### config.mk
export PLATFORM = sky130hd
export DESIGN_NAME = cpu_run_ctrl
export DESIGN_NICKNAME = d
export VERILOG_FILES = /design/src/rtl/cpu_run_ctrl.sv
export SDC_FILE = /design/constraint.sdc
export NUM_CORES = 1
export LEC_CHECK = 0
export ABC_AREA = 0
export BUFFER_PORTS_ARGS = -buffer_cell sky130_fd_sc_hd__buf_2
export CORE_MARGIN = 1.5
export CORE_UTILIZATION = 54
export DETAILED_ROUTE_END_ITERATION = 8
export PLACE_DENSITY = 0.86
export SLEW_MARGIN = 0
export SYNTH_ARGS = -nofsm -noshare
export SYNTH_HDL_FRONTEND = slang
export SYNTH_SLANG_ARGS = --single-unit
### constraint.sdc
create_clock -name clk -period 4.8 [get_ports clk]
set_clock_uncertainty 0.15 [all_clocks]
set_input_delay 0.24 -clock clk [delete_from_list [all_inputs] [get_ports clk]]
set_output_delay 0.24 -clock clk [all_outputs]
set_load 0.02 [all_outputs]
### src/rtl/cpu_run_ctrl.sv
// cpu_run_ctrl
// Run-control sequencer for the single-cycle 16-bit mips core. It streams a
// program into instruction memory and then holds the core in reset for two
// cycles. After that it gates the core with a clock-enable for free-run, pause
// and single-step operation. The core is stopped on a HALT opcode or when the
// executed-cycle watchdog expires.
//
// Ports
//   clk, reset            system clock; synchronous active-low reset
//   load_start, ld_count  begin a program load of ld_count words (0 = 256)
//   ld_valid/ld_data      load word stream; ld_ready accepts a word
//   run/pause/step/abort  host run-control pulses
//   imem_we/addr/wdata    instruction-memory write port
//   cpu_reset, cpu_en     core reset and clock-enable
//   pc, instr             core monitor inputs (instr drives HALT detection)
//   busy, halted, timeout status flags
//   cycle_count           executed cycles since last core reset, saturating
//
// state  | meaning
// IDLE   | core held in reset, waiting for load_start or run
// LOAD   | accepting program words into instruction memory
// CPURST | two-cycle core reset before execution starts
// RUN    | core free-running, one instruction per cycle
// PAUSED | core stopped; step executes a single instruction
// HALTED | core stopped on HALT or watchdog, register file preserved
module cpu_run_ctrl #(
    parameter int          ADDR_W     = 8,
    parameter int          DATA_W     = 16,
    parameter logic [15:0] WDOG_LIMIT = 16'hFFFF
) (
    input  logic              clk,
    input  logic              reset,
    input  logic              load_start,
    input  logic [ADDR_W-1:0] ld_count,
    input  logic              ld_valid,
    input  logic [DATA_W-1:0] ld_data,
    output logic              ld_ready,
    input  logic              run,
    input  logic              pause,
    input  logic              step,
    input  logic              abort,
    output logic              imem_we,
    output logic [ADDR_W-1:0] imem_addr,
    output logic [DATA_W-1:0] imem_wdata,
    output logic              cpu_reset,
    output logic              cpu_en,
    input  logic [ADDR_W-1:0] pc,
    input  logic [DATA_W-1:0] instr,
    output logic              busy,
    output logic              halted,
    output logic              timeout,
    output logic [15:0]       cycle_count
);

    localparam logic [4:0] OP_HALT = 5'b11011;

    localparam logic [2:0] S_IDLE   = 3'd0;
    localparam logic [2:0] S_LOAD   = 3'd1;
    localparam logic [2:0] S_CPURST = 3'd2;
    localparam logic [2:0] S_RUN    = 3'd3;
    localparam logic [2:0] S_PAUSED = 3'd4;
    localparam logic [2:0] S_HALTED = 3'd5;

    logic [2:0]        state_q, state_d;
    logic [ADDR_W-1:0] addr_q, addr_d;
    logic [ADDR_W:0]   remain_q, remain_d;
    logic              rst_cnt_q, rst_cnt_d;
    logic [15:0]       cycle_count_q, cycle_count_d;
    logic              timeout_q, timeout_d;

    logic              is_halt;
    logic [16:0]       count_inc;
    logic [15:0]       count_sat;
    logic              wdog_hit;
    logic              ready_c;
    logic              beat;
    logic              en_c;

    // pc and the operand bits of instr are monitor-only here
    logic unused_monitor;
    assign unused_monitor = ^{pc, instr[DATA_W-6:0]};

    assign is_halt   = (instr[DATA_W-1 -: 5] == OP_HALT);
    assign count_inc = {1'b0, cycle_count_q} + 17'd1;
    assign count_sat = count_inc[16] ? 16'hFFFF : count_inc[15:0];
    // only a real increment can trip the watchdog; a saturated count cannot
    assign wdog_hit  = !count_inc[16] && (count_inc[15:0] == WDOG_LIMIT);

    // an aborted cycle must not hand-shake a word it will not write
    assign ready_c = (state_q == S_LOAD) && !abort;
    assign beat    = ready_c && ld_valid;

    always_comb begin
        state_d       = state_q;
        addr_d        = addr_q;
        remain_d      = remain_q;
        rst_cnt_d     = rst_cnt_q;
        cycle_count_d = cycle_count_q;
        timeout_d     = timeout_q;
        en_c          = 1'b0;

        if (abort) begin
            state_d = S_IDLE;
        end else begin
            case (state_q)
                S_IDLE, S_HALTED: begin
                    if (run) begin
                        state_d       = S_CPURST;
                        rst_cnt_d     = 1'b0;
                        cycle_count_d = 16'd0;
                        timeout_d     = 1'b0;
                    end else if (load_start) begin
                        state_d   = S_LOAD;
                        addr_d    = '0;
                        remain_d  = (ld_count == '0) ? {1'b1, {ADDR_W{1'b0}}}
                                                     : {1'b0, ld_count};
                        timeout_d = 1'b0;
                    end
                end
                S_LOAD: begin
                    if (beat) begin
                        addr_d   = addr_q + 1'b1;
                        remain_d = remain_q - 1'b1;
                        if (remain_q == (ADDR_W+1)'(1)) begin
                            state_d = S_IDLE;
                        end
                    end
                end
                S_CPURST: begin
                    cycle_count_d = 16'd0;
                    if (rst_cnt_q) begin
                        state_d = S_RUN;
                    end else begin
                        rst_cnt_d = 1'b1;
                    end
                end
                S_RUN: begin
                    // HALT is detected before it executes
                    if (is_halt) begin
                        state_d = S_HALTED;
                    end else if (pause) begin
                        state_d = S_PAUSED;
                    end else begin
                        en_c          = 1'b1;
                        cycle_count_d = count_sat;
                        if (wdog_hit) begin
                            state_d   = S_HALTED;
                            timeout_d = 1'b1;
                        end
                    end
                end
                S_PAUSED: begin
                    if (step) begin
                        if (is_halt) begin
                            state_d = S_HALTED;
                        end else begin
                            en_c          = 1'b1;
                            cycle_count_d = count_sat;
                            if (wdog_hit) begin
                                state_d   = S_HALTED;
                                timeout_d = 1'b1;
                            end else if (run) begin
                                state_d = S_RUN;
                            end
                        end
                    end else if (run) begin
                        state_d = S_RUN;
                    end
                end
                default: begin
                    state_d = S_IDLE;
                end
            endcase
        end
    end

    always_ff @(posedge clk) begin
        if (!reset) begin
            state_q       <= S_IDLE;
            addr_q        <= '0;
            remain_q      <= '0;
            rst_cnt_q     <= 1'b0;
            cycle_count_q <= 16'd0;
            timeout_q     <= 1'b0;
        end else begin
            state_q       <= state_d;
            addr_q        <= addr_d;
            remain_q      <= remain_d;
            rst_cnt_q     <= rst_cnt_d;
            cycle_count_q <= cycle_count_d;
            timeout_q     <= timeout_d;
        end
    end

    assign ld_ready    = ready_c;
    assign imem_we     = beat;
    assign imem_addr   = beat ? addr_q : '0;
    assign imem_wdata  = beat ? ld_data : '0;
    assign cpu_en      = en_c;
    assign cpu_reset   = (state_q == S_IDLE) || (state_q == S_LOAD) ||
                         (state_q == S_CPURST);
    assign busy        = (state_q == S_LOAD) || (state_q == S_CPURST) ||
                         (state_q == S_RUN)  || (state_q == S_PAUSED);
    assign halted      = (state_q == S_HALTED);
    assign timeout     = timeout_q;
    assign cycle_count = cycle_count_q;

endmodule

* Word-level counts from Yosys, hierarchy flattened
Cells that the tools add are included.
** Word-level totals
- Bits of input ports :: 56
- Register bits :: 38
- Logic and storage cells :: 101
- Output and inout bits :: 47
** Operators by class
- Mux-type cells :: 47
- Reductions and logical operators :: 23
- Add/sub/neg operators :: 3
- Bitwise operators :: 2
- Equality and inequality tests :: 20
** Operators with widths (number)
- 16-bit two-way mux :: 7
- 16-bit one-hot mux with 4 select lines :: 1
- 3-bit two-way mux :: 12
- 9-bit two-way mux :: 4
- 8-bit two-way mux :: 4
- 2-bit inequality test, second input constant :: 9
- 9-bit one-hot mux with 2 select lines :: 1
- 16-bit by 1-bit adder with 17-bit output, second input constant :: 1
- 16-bit equality test, second input constant :: 1
- 8-bit one-hot mux with 2 select lines :: 1
- 3-bit one-hot mux with 5 select lines :: 1
- 7-bit AND reduction :: 2
- 1-bit two-way mux :: 13
- 5-bit AND reduction :: 2
- 9-bit by 1-bit equality test with 1-bit output, second input constant :: 1
- 9-bit by 1-bit subtractor with 9-bit output, second input constant :: 1
- 8-bit by 1-bit adder with 8-bit output, second input constant :: 1
- 8-bit zero test :: 1
- 3-bit by 2-bit equality test with 1-bit output, second input constant :: 2
- 3-bit equality test, second input constant :: 2
- 5-bit equality test, second input constant :: 1
- 1-bit logical OR :: 5
- 4-bit inequality test, second input constant :: 1
- 1-bit one-hot mux with 2 select lines :: 2
- 13 further kinds :: 19

* Longest topological paths before layout
Gate-level depths: netlist of run 1.
- Word-level depth :: 7
- Gate-level depth with buffers :: 10

* Worst setup path after synthesis of run 1
No wires, ideal clock.
- Kind :: reg-to-reg
- Start :: register cycle_count_q[1], in the netlist cycle_count[1]
- End :: register state_q[0]
- Arrival :: 2.262 ns
- Slack :: 2.323 ns
- Stages on the path, launching flop included :: 9
- Setup time :: 0.064 ns
- Clock period less this slack :: 2.477 ns
- Path through :: dfxtp_1 ha_1 nand3_4 nor4_4 a31oi_1 nor4b_4 a21oi_1 a221o_1 nor2_1
** Between the ends
- Longest elaborated chain between the ends :: 7
- Elaborated cells on any way between the ends :: 10
** RTL lines
- start, declared :: RTL line 68 : logic [15:0] cycle_count_q, cycle_count_d;
- start signal, assigned :: RTL line 190 : cycle_count_q <= cycle_count_d;
- 16-bit by 1-bit adder with 17-bit output * :: RTL line 84 : assign count_inc = {1'b0, cycle_count_q} + 17'd1;
- 16-bit equality test or 1-bit zero test (tied branches) :: RTL line 87 : assign wdog_hit = !count_inc[16] && (count_inc[15:0] == WDOG_LIMIT);
- 1-bit logical AND * :: RTL line 87
- 3-bit two-way mux :: RTL line 159 : if (wdog_hit) begin
- 3-bit two-way mux :: RTL line 154 : if (is_halt) begin
- 3-bit two-way mux :: RTL line 153 : if (step) begin
- 3-bit one-hot mux with 5 select lines :: RTL line 105 : case (state_q)
- end signal, assigned :: RTL line 186 : state_q <= state_d;
- end, declared :: RTL line 64 : logic [2:0] state_q, state_d;
Every way passes the cells marked *; elsewhere a longest branch is shown, timed or not.
A chain may end at the register's enable or synchronous reset.

* Final worst setup path of run 1
- Start :: register state_q[0]
- End :: output port imem_we
** Between the ends
- Longest elaborated chain between the ends :: 3
** RTL lines
- 3-bit by 1-bit equality test with 1-bit output :: RTL line 90 : assign ready_c = (state_q == S_LOAD) && !abort;
- 1-bit logical AND :: RTL line 90
- 1-bit logical AND :: RTL line 91 : assign beat = ready_c && ld_valid;
- end, declared :: RTL line 42 : output logic imem_we,
Every way passes these cells.

==> impl_metrics.prom, run 1 <==
# TYPE chip_impl_metric gauge
chip_impl_metric{name="worst-endpoint-required",unit="ns"} 4.41
chip_impl_metric{name="post_synth_num_cell_types",unit=""} 69
chip_impl_metric{name="setup_total_negative_slack",unit="ns"} 0
chip_impl_metric{name="mappedNetlistArea",unit="mm²"} 0.002885
chip_impl_metric{name="synth_seq_cells",unit=""} 38
chip_impl_metric{name="power",unit="W"} 0.0007238
chip_impl_info{name="timing.critical_path.slowest_stage_cell",value="nor2_1"} 1
chip_impl_metric{name="areaGrowthSynthToFinish",unit="%"} 16.05
chip_impl_metric{name="global_route.overflow_total",unit=""} 0
chip_impl_info{name="cts_root_buffer",value="clkbuf_8"} 1
chip_impl_metric{name="timing.fmax",unit="MHz"} 283.7
chip_impl_metric{name="synthesis.instances",unit=""} 385
chip_impl_metric{name="drt_iter0_markers",unit=""} 178
chip_impl_info{name="tritoncts",value="built"} 1
chip_impl_info{name="hold_path_class",value="in -> reg"} 1
chip_impl_metric{name="fp.dieArea",unit="mm²"} 0.005790
chip_impl_metric{name="post-route-cell-area",unit="mm²"} 0.003348
chip_impl_metric{name="routed_via_density",unit=""} 5.967
chip_impl_metric{name="ant_nets",unit=""} 0
chip_impl_metric{name="synth.avg_cell_area",unit="µm²"} 7.494
chip_impl_metric{name="n_antenna_cell",unit=""} 0
chip_impl_metric{name="relSlewSlack",unit=""} 0.1723
chip_impl_metric{name="route.detailed.drc",unit=""} 0
chip_impl_info{name="endpoint_kind",value="output pin"} 1
chip_impl_metric{name="tmin_final",unit="ns"} 3.525
chip_impl_metric{name="clock_transition_at_path_regs",unit="ns"} 0.08
chip_impl_info{name="dominantRegCellSynth",value="dfxtp_1"} 1
chip_impl_metric{name="internal_power",unit="W"} 0.0005225
chip_impl_metric{name="row_count",unit=""} 26
chip_impl_metric{name="postCtsHoldBufs",unit=""} 0
chip_impl_metric{name="post-cts-setup-buffer-count",unit=""} 0
chip_impl_metric{name="ir_drop",unit="µV"} 145.0
chip_impl_metric{name="clockPowerShare",unit=""} 0.377
chip_impl_metric{name="grt_pass1_wl",unit="mm"} 12.23
chip_impl_metric{name="drv.max_cap_violation_count",unit=""} 0
chip_impl_metric{name="chipWidth",unit="µm"} 76.10
chip_impl_metric{name="critical_path_buf_inv_count",unit=""} 2
chip_impl_metric{name="combPwrFrac",unit=""} 0.162
chip_impl_metric{name="placed_cell_area",unit="mm²"} 0.003239
chip_impl_metric{name="ys.warnings.count",unit=""} 0
chip_impl_metric{name="synth-async-reset-ratio",unit=""} 0
chip_impl_metric{name="max_root_sink_buffers",unit=""} 2
chip_impl_metric{name="clock_latency",unit="ns"} 0.29
chip_impl_metric{name="setup_viol_count_final",unit=""} 0
chip_impl_metric{name="p_sw_frac",unit=""} 0.2782
chip_impl_metric{name="leakagePower",unit="nW"} 1.495
chip_impl_metric{name="dp_hpwl",unit="mm"} 5.207
chip_impl_metric{name="antenna_found_initial",unit=""} 0
chip_impl_metric{name="die-height",unit="µm"} 76.10
chip_impl_metric{name="cts-buffers-inserted",unit=""} 5
chip_impl_info{name="setup.worst_path.start_class",value="flip-flop"} 1
chip_impl_metric{name="final-hold-violation-count",unit=""} 0
chip_impl_metric{name="placeableCoreArea",unit="mm²"} 0.005140
chip_impl_metric{name="critical_path_arrival",unit="ns"} 3.14
chip_impl_metric{name="place_inst",unit=""} 511
chip_impl_metric{name="floorplan.io_pins",unit=""} 103
chip_impl_metric{name="placer_s_final_routability_congestion_estimate",unit=""} 0.8887
chip_impl_metric{name="seq_power_share",unit=""} 0.460
chip_impl_metric{name="port_buffers",unit=""} 83
chip_impl_metric{name="worstMarginPinSlew",unit="ns"} 1.237
chip_impl_info{name="crit_chain",value="inv_2, or3_1, nor2_1, and2_1, buf_2"} 1
chip_impl_metric{name="nets",unit=""} 509
chip_impl_info{name="unrepaired_setup_endpoints_after_global_routing",value="no"} 1
chip_impl_metric{name="switching_power",unit="W"} 0.0002013
chip_impl_metric{name="routed_wl",unit="mm"} 7.459
chip_impl_metric{name="initial_utilization",unit=""} 0.5613
chip_impl_metric{name="timing_max_transition_violations_final",unit=""} 0
chip_impl_metric{name="global_route.usage.total",unit=""} 0.2529
chip_impl_info{name="critical_path.top_delay_family",value="simple AND/OR/NAND/NOR gates"} 1
chip_impl_metric{name="power.density_cell_area",unit="mW/mm²"} 216.2
chip_impl_metric{name="grt_start_max_net_pins",unit=""} 30
chip_impl_metric{name="final_layout_size_suffix_gt1_frac",unit=""} 0.2494
chip_impl_metric{name="cts_repair_resize_count",unit=""} 0
chip_impl_info{name="worst-setup-path-type",value="reg -> out"} 1
chip_impl_metric{name="synth_nets",unit=""} 446
chip_impl_metric{name="synth-edff-count",unit=""} 0
chip_impl_metric{name="timing.critical_path.slowest_cell_delay",unit="ns"} 0.99
chip_impl_metric{name="via_count",unit=""} 3097
chip_impl_metric{name="h-tree-depth",unit=""} 2
chip_impl_metric{name="first_global_vias",unit=""} 2666
chip_impl_metric{name="routed_wire_length_per_instance",unit="µm"} 14.37
chip_impl_metric{name="timing.final.crit_share",unit=""} 0.7344
chip_impl_metric{name="cts.sinks",unit=""} 38
chip_impl_metric{name="detail_route.first_pass.iterations",unit=""} 6
chip_impl_metric{name="post_layout_nonfiller_instances",unit=""} 519
chip_impl_info{name="status",value="finished clean"} 1
chip_impl_metric{name="yosysSeqAreaShare",unit=""} 0.2637
chip_impl_metric{name="worstPathMaxFanout",unit=""} 26
-- tightest hold or removal path: stages --
cell	delay, ns
buf_2	0.09
a32oi_1	0.05
a21boi_1	0.10
-- routing by layer --
layer | global-route usage | part of all wire
met3 | 0.05749 | 0.072
met1 | 0.3363 | 0.43
met2 | 0.4144 | 0.48
met5 | 0 | 0
met4 | 0.06481 | 0.011
-- synthesized netlist by cell type, drive strengths merged, types with 3 or more instances --
master	instances	area share
ha	5	0.022
nand2b	4	0.0087
nand4	5	0.011
nand3	12	0.027
inv	8	0.010
a21boi	15	0.039
a21oi	22	0.038
nor2b	11	0.024
a41oi	3	0.0091
o21ai	41	0.071
and2	8	0.017
nor4	11	0.036
xnor2	6	0.018
or3	3	0.0065
dfxtp	38	0.26
and3	29	0.063
a31oi	7	0.015
nand2	21	0.031
nand3b	3	0.0078
nor2	45	0.059
clkbuf	18	0.030
xor2	6	0.018
nor3	14	0.026
buf	10	0.024
nor3b	4	0.010
-- cell type report --
class,instances,area [µm²]
Sequential cell,38,760.7
Clock inverter,3,40.04
Clock buffer,5,68.82
Tap cell,70,87.58
Inverter,8,30.03
Fill cell,472,1792
Multi-Input combinational cell,311,1938
Timing Repair Buffer,84,422.9
-- cell families after synthesis --
group | after synthesis | synth area share
XOR/XNOR | 12 | 0.03643
AND/OR/NAND/NOR | 180 | 0.3608
flip-flops | 38 | 0.2637
AO/OA/AOI/OAI | 112 | 0.2459
buffers and inverters | 36 | 0.06462
adder cells (fa/ha/maj) | 7 | 0.02862
-- cell usage in the layout, fill, tap and decap left out, types with 10 or more instances in the layout --
| master | n |
|---|---|
| nor2_1 | 45 |
| o21ai_0 | 41 |
| nand2_1 | 19 |
| a21oi_1 | 22 |
| buf_2 | 83 |
| nor2b_1 | 11 |
| dfxtp_1 | 38 |
| nand3_1 | 10 |
| and3_1 | 29 |
| a21boi_1 | 13 |
| nor3_1 | 13 |
-- metrics by stage --
| step | setup WS [ns] | utilization | hold WS (ns) |
|---|---|---|---|
| after floorplan | 2.323 | - | 0.2622 |
| after global placement | 1.791 | 0.6302 | 0.3119 |
| after detailed placement | 1.672 | 0.6302 | 0.3180 |
| after CTS | 1.327 | 0.6514 | 0.07622 |
| after global routing | 0.9646 | 0.6514 | 0.09472 |
| final | 1.275 | 0.6514 | 0.07779 |
-- final timing paths --
check | from | endpoint | slack, ns | cells past startpoint
worst max-delay path | state_q[0]$_SDFFE_PP0P_ | imem_we | 1.27 | 5
worst min-delay path | ld_count[6] | remain_q[6]$_SDFFE_PN0P_ | 0.08 | 3
worst max register to register | state_q[0]$_SDFFE_PP0P_ | remain_q[3]$_SDFFE_PN0P_ | 1.67 | 6
worst min register to register | remain_q[6]$_SDFFE_PN0P_ | remain_q[6]$_SDFFE_PN0P_ | 0.33 | 2
-- flip-flops by register name (all words and copies together) (netlist names) --
register and cells:
addr_q 8, remain_q 9, state_q 3, timeout 1, rst_cnt_q 1, cycle_count 16
-- power groups by stage --
stage,Clock (W),Sequential [W],Combinational [W]
floorplan,0,0.000334,0.0000879
global placement,0,0.000340,0.000113
detailed placement,0,0.000340,0.000116
CTS,0.000277,0.000333,0.000117
global route,0.000292,0.000335,0.000131
finish,0.000273,0.000333,0.000117
Note: power is estimated with default switching activity, not from simulation.
==> run 2, diff against run 1 <==
- CORE_UTILIZATION: 54 -> 46
- PLACE_DENSITY: 0.86 -> 0.78
- clock period: 4.8 -> 3.2 ns (I/O delays scaled with it)
==> run 2 against run 1 <==
Worst hold slack got worse by 0.054 ns. Clock-buffer cell count stayed put. Largest cell class unchanged. Via count is 2.1% higher. Critical path depth grew 1. Sequential share of layout area is 0.50 points lower. Critical endpoint is now cpu_en. Combinational power rose by 56%. Critical path type unchanged. Global-route usage is 1.6 points lower. Design area up 2.2%. Final cell count rose by 1.9%.
==> impl_metrics.prom, run 2 (synthesis results as in run 1) <==
# TYPE chip_impl_metric gauge
chip_impl_metric{name="clockPowerShare",unit=""} 0.424
chip_impl_metric{name="power.density_cell_area",unit="mW/mm²"} 347.0
chip_impl_metric{name="largest_reg_flops",unit=""} 16
chip_impl_metric{name="internal_power",unit="W"} 0.0008698
chip_impl_metric{name="timing_max_transition_violations_final",unit=""} 0
chip_impl_metric{name="worstPathMaxFanout",unit=""} 18
chip_impl_info{name="hold_path_class",value="in -> reg"} 1
chip_impl_metric{name="grt_start_max_net_pins",unit=""} 30
chip_impl_metric{name="routed_wire_length_per_instance",unit="µm"} 15.00
chip_impl_metric{name="combPwrFrac",unit=""} 0.154
chip_impl_metric{name="ant_nets",unit=""} 0
chip_impl_metric{name="floorplan.io_pins",unit=""} 103
chip_impl_metric{name="antenna_found_initial",unit=""} 0
chip_impl_metric{name="worstMarginPinSlew",unit="ns"} 0.8316
chip_impl_metric{name="clock_transition_at_path_regs",unit="ns"} 0.08
chip_impl_metric{name="global_route.usage.total",unit=""} 0.2365
chip_impl_info{name="timing.rr.start",value="cycle_count[0]$_SDFFE_PN0P_"} 1
chip_impl_metric{name="global_route.overflow_total",unit=""} 0
chip_impl_metric{name="setup_total_negative_slack",unit="ns"} 0
chip_impl_metric{name="final_layout_size_suffix_gt1_frac",unit=""} 0.2555
chip_impl_info{name="worst-setup-path-type",value="reg -> out"} 1
chip_impl_metric{name="nets",unit=""} 514
chip_impl_metric{name="grt_pass1_wl",unit="mm"} 12.52
chip_impl_metric{name="switching_power",unit="W"} 0.0003180
chip_impl_metric{name="routed_via_density",unit=""} 5.979
chip_impl_metric{name="placed_cell_area",unit="mm²"} 0.003276
chip_impl_metric{name="placer_s_final_routability_congestion_estimate",unit=""} 0.8696
chip_impl_metric{name="placeableCoreArea",unit="mm²"} 0.005991
chip_impl_metric{name="drv.max_cap_violation_count",unit=""} 0
chip_impl_info{name="layout.cells.most_common",value="buf_2"} 1
chip_impl_info{name="most-common-layout-cells",value="buf_2 (83), nor2_1 (45), o21ai_0 (41)"} 1
chip_impl_metric{name="fp.dieArea",unit="mm²"} 0.006756
chip_impl_metric{name="first_global_vias",unit=""} 2752
chip_impl_metric{name="port_buffers",unit=""} 83
chip_impl_info{name="status",value="finished clean"} 1
chip_impl_metric{name="via_count",unit=""} 3163
chip_impl_metric{name="detail_route.first_pass.iterations",unit=""} 5
chip_impl_metric{name="post-route-cell-area",unit="mm²"} 0.003423
chip_impl_metric{name="routed_wl",unit="mm"} 7.935
chip_impl_metric{name="n_antenna_cell",unit=""} 0
chip_impl_metric{name="row_count",unit=""} 28
chip_impl_metric{name="p_sw_frac",unit=""} 0.2677
chip_impl_metric{name="relSlewSlack",unit=""} 0.4398
chip_impl_metric{name="seq_power_share",unit=""} 0.422
chip_impl_metric{name="cts.sinks",unit=""} 38
chip_impl_metric{name="dp_hpwl",unit="mm"} 5.535
chip_impl_metric{name="cts_repair_resize_count",unit=""} 0
chip_impl_metric{name="route.detailed.drc",unit=""} 0
chip_impl_info{name="critical_path.startpoint",value="state_q[1]$_SDFFE_PP0P_"} 1
chip_impl_metric{name="chipWidth",unit="µm"} 82.20
chip_impl_info{name="tritoncts",value="built"} 1
chip_impl_metric{name="max_root_sink_buffers",unit=""} 2
chip_impl_metric{name="clock_latency",unit="ns"} 0.30
chip_impl_metric{name="h-tree-depth",unit=""} 2
chip_impl_metric{name="areaGrowthSynthToFinish",unit="%"} 18.65
chip_impl_metric{name="initial_utilization",unit=""} 0.4816
chip_impl_metric{name="drt_iter0_markers",unit=""} 194
chip_impl_info{name="unrepaired_setup_endpoints_after_global_routing",value="no"} 1
chip_impl_metric{name="post-cts-setup-buffer-count",unit=""} 0
chip_impl_metric{name="final-hold-violation-count",unit=""} 0
chip_impl_info{name="endpoint_kind",value="output pin"} 1
chip_impl_info{name="setup.worst_path.start_class",value="flip-flop"} 1
chip_impl_metric{name="timing.fmax",unit="MHz"} 345.6
chip_impl_metric{name="leakagePower",unit="nW"} 1.530
chip_impl_info{name="cts_root_buffer",value="clkbuf_8"} 1
chip_impl_metric{name="timing.final.crit_share",unit=""} 0.9043
chip_impl_info{name="worstHoldStart",value="ld_count[3]"} 1
chip_impl_metric{name="worst-endpoint-required",unit="ns"} 2.89
chip_impl_metric{name="setup_viol_count_final",unit=""} 0
chip_impl_metric{name="ir_drop",unit="µV"} 332.1
chip_impl_metric{name="cts-buffers-inserted",unit=""} 5
chip_impl_metric{name="die-height",unit="µm"} 82.20
chip_impl_metric{name="critical_path_arrival",unit="ns"} 2.58
chip_impl_metric{name="tmin_final",unit="ns"} 2.894
-- run 2: cell types whose count changed in the layout (fill, tap and decap cells not counted) --
cell,before,now
buf_4,1,5
bufinv_16,1,2
clkinv_2,2,0
clkinv_4,0,1
dlygate4sd3_1,0,1
-- run 2: timing repair --
action                                  4_1_cts  5_1_grt
hold buffers                                  1        0
endpoints found under the setup margin        0        0
hold endpoints to repair                      1        0
-- run 2: metrics by stage --
stage / setup slack [ns] / instances / hold slack, ns / util / power, W
CTS: 0.3530 / 529 / 0.01235 / 0.5714 / 0.001197
finish: 0.3062 / 529 / 0.02364 / 0.5714 / 0.001188
global placement: 0.6171 / 520 / 0.2966 / 0.5468 / 0.0006849
floorplan: 0.7231 / 385 / 0.1822 / - / 0.0006333
detailed placement: 0.5649 / 520 / 0.2959 / 0.5468 / 0.0006889
global route: 0.1449 / 529 / 0.04994 / 0.5714 / 0.001238
-- run 2: power groups by stage --
| stage | clock (W) | combinational, W | sequential, W |
|---|---|---|---|
| final | 0.000504 | 0.000183 | 0.000501 |
| after global placement | 0 | 0.000175 | 0.000510 |
| after global routing | 0.000531 | 0.000203 | 0.000503 |
| after floorplan | 0 | 0.000132 | 0.000502 |
| after CTS | 0.000515 | 0.000182 | 0.000500 |
| after detailed placement | 0 | 0.000178 | 0.000511 |
-- run 2: worst paths after layout --
| path | endpoint | slack (ns) | depth (start not counted) |
|---|---|---|---|
| max reg2reg | cycle_count[9]$_SDFFE_PN0P_ | 0.46 | 6 |
| min | remain_q[3]$_SDFFE_PN0P_ | 0.02 | 3 |
| min reg2reg | remain_q[6]$_SDFFE_PN0P_ | 0.32 | 2 |
| max | cpu_en | 0.31 | 6 |
-- run 2: cell type report --
class	count	area, µm²
multi-input combinational	311	1938
clock inverter	3	68.82
inverter	8	30.03
clock buffer	5	68.82
sequential	38	760.7
fill	567	2567
tap	75	93.84
timing repair buffer	89	462.9
-- run 2: critical path, cell delays in order (launching register included) --
cell	delay (ns)
dfxtp_1	0.68
nand3b_1	0.27
nor2_1	0.21
a31oi_1	0.06
or3_1	0.54
inv_2	0.29
buf_2	0.22
-- run 2: layer usage --
layer  track usage  wire length (µm)  up-vias
met4       0.08305               140        0
met1        0.2881              3323     1451
met2        0.4130              3732      159
met5             0                 0        -
met3       0.04396               739       14
li1              -                 -     1539
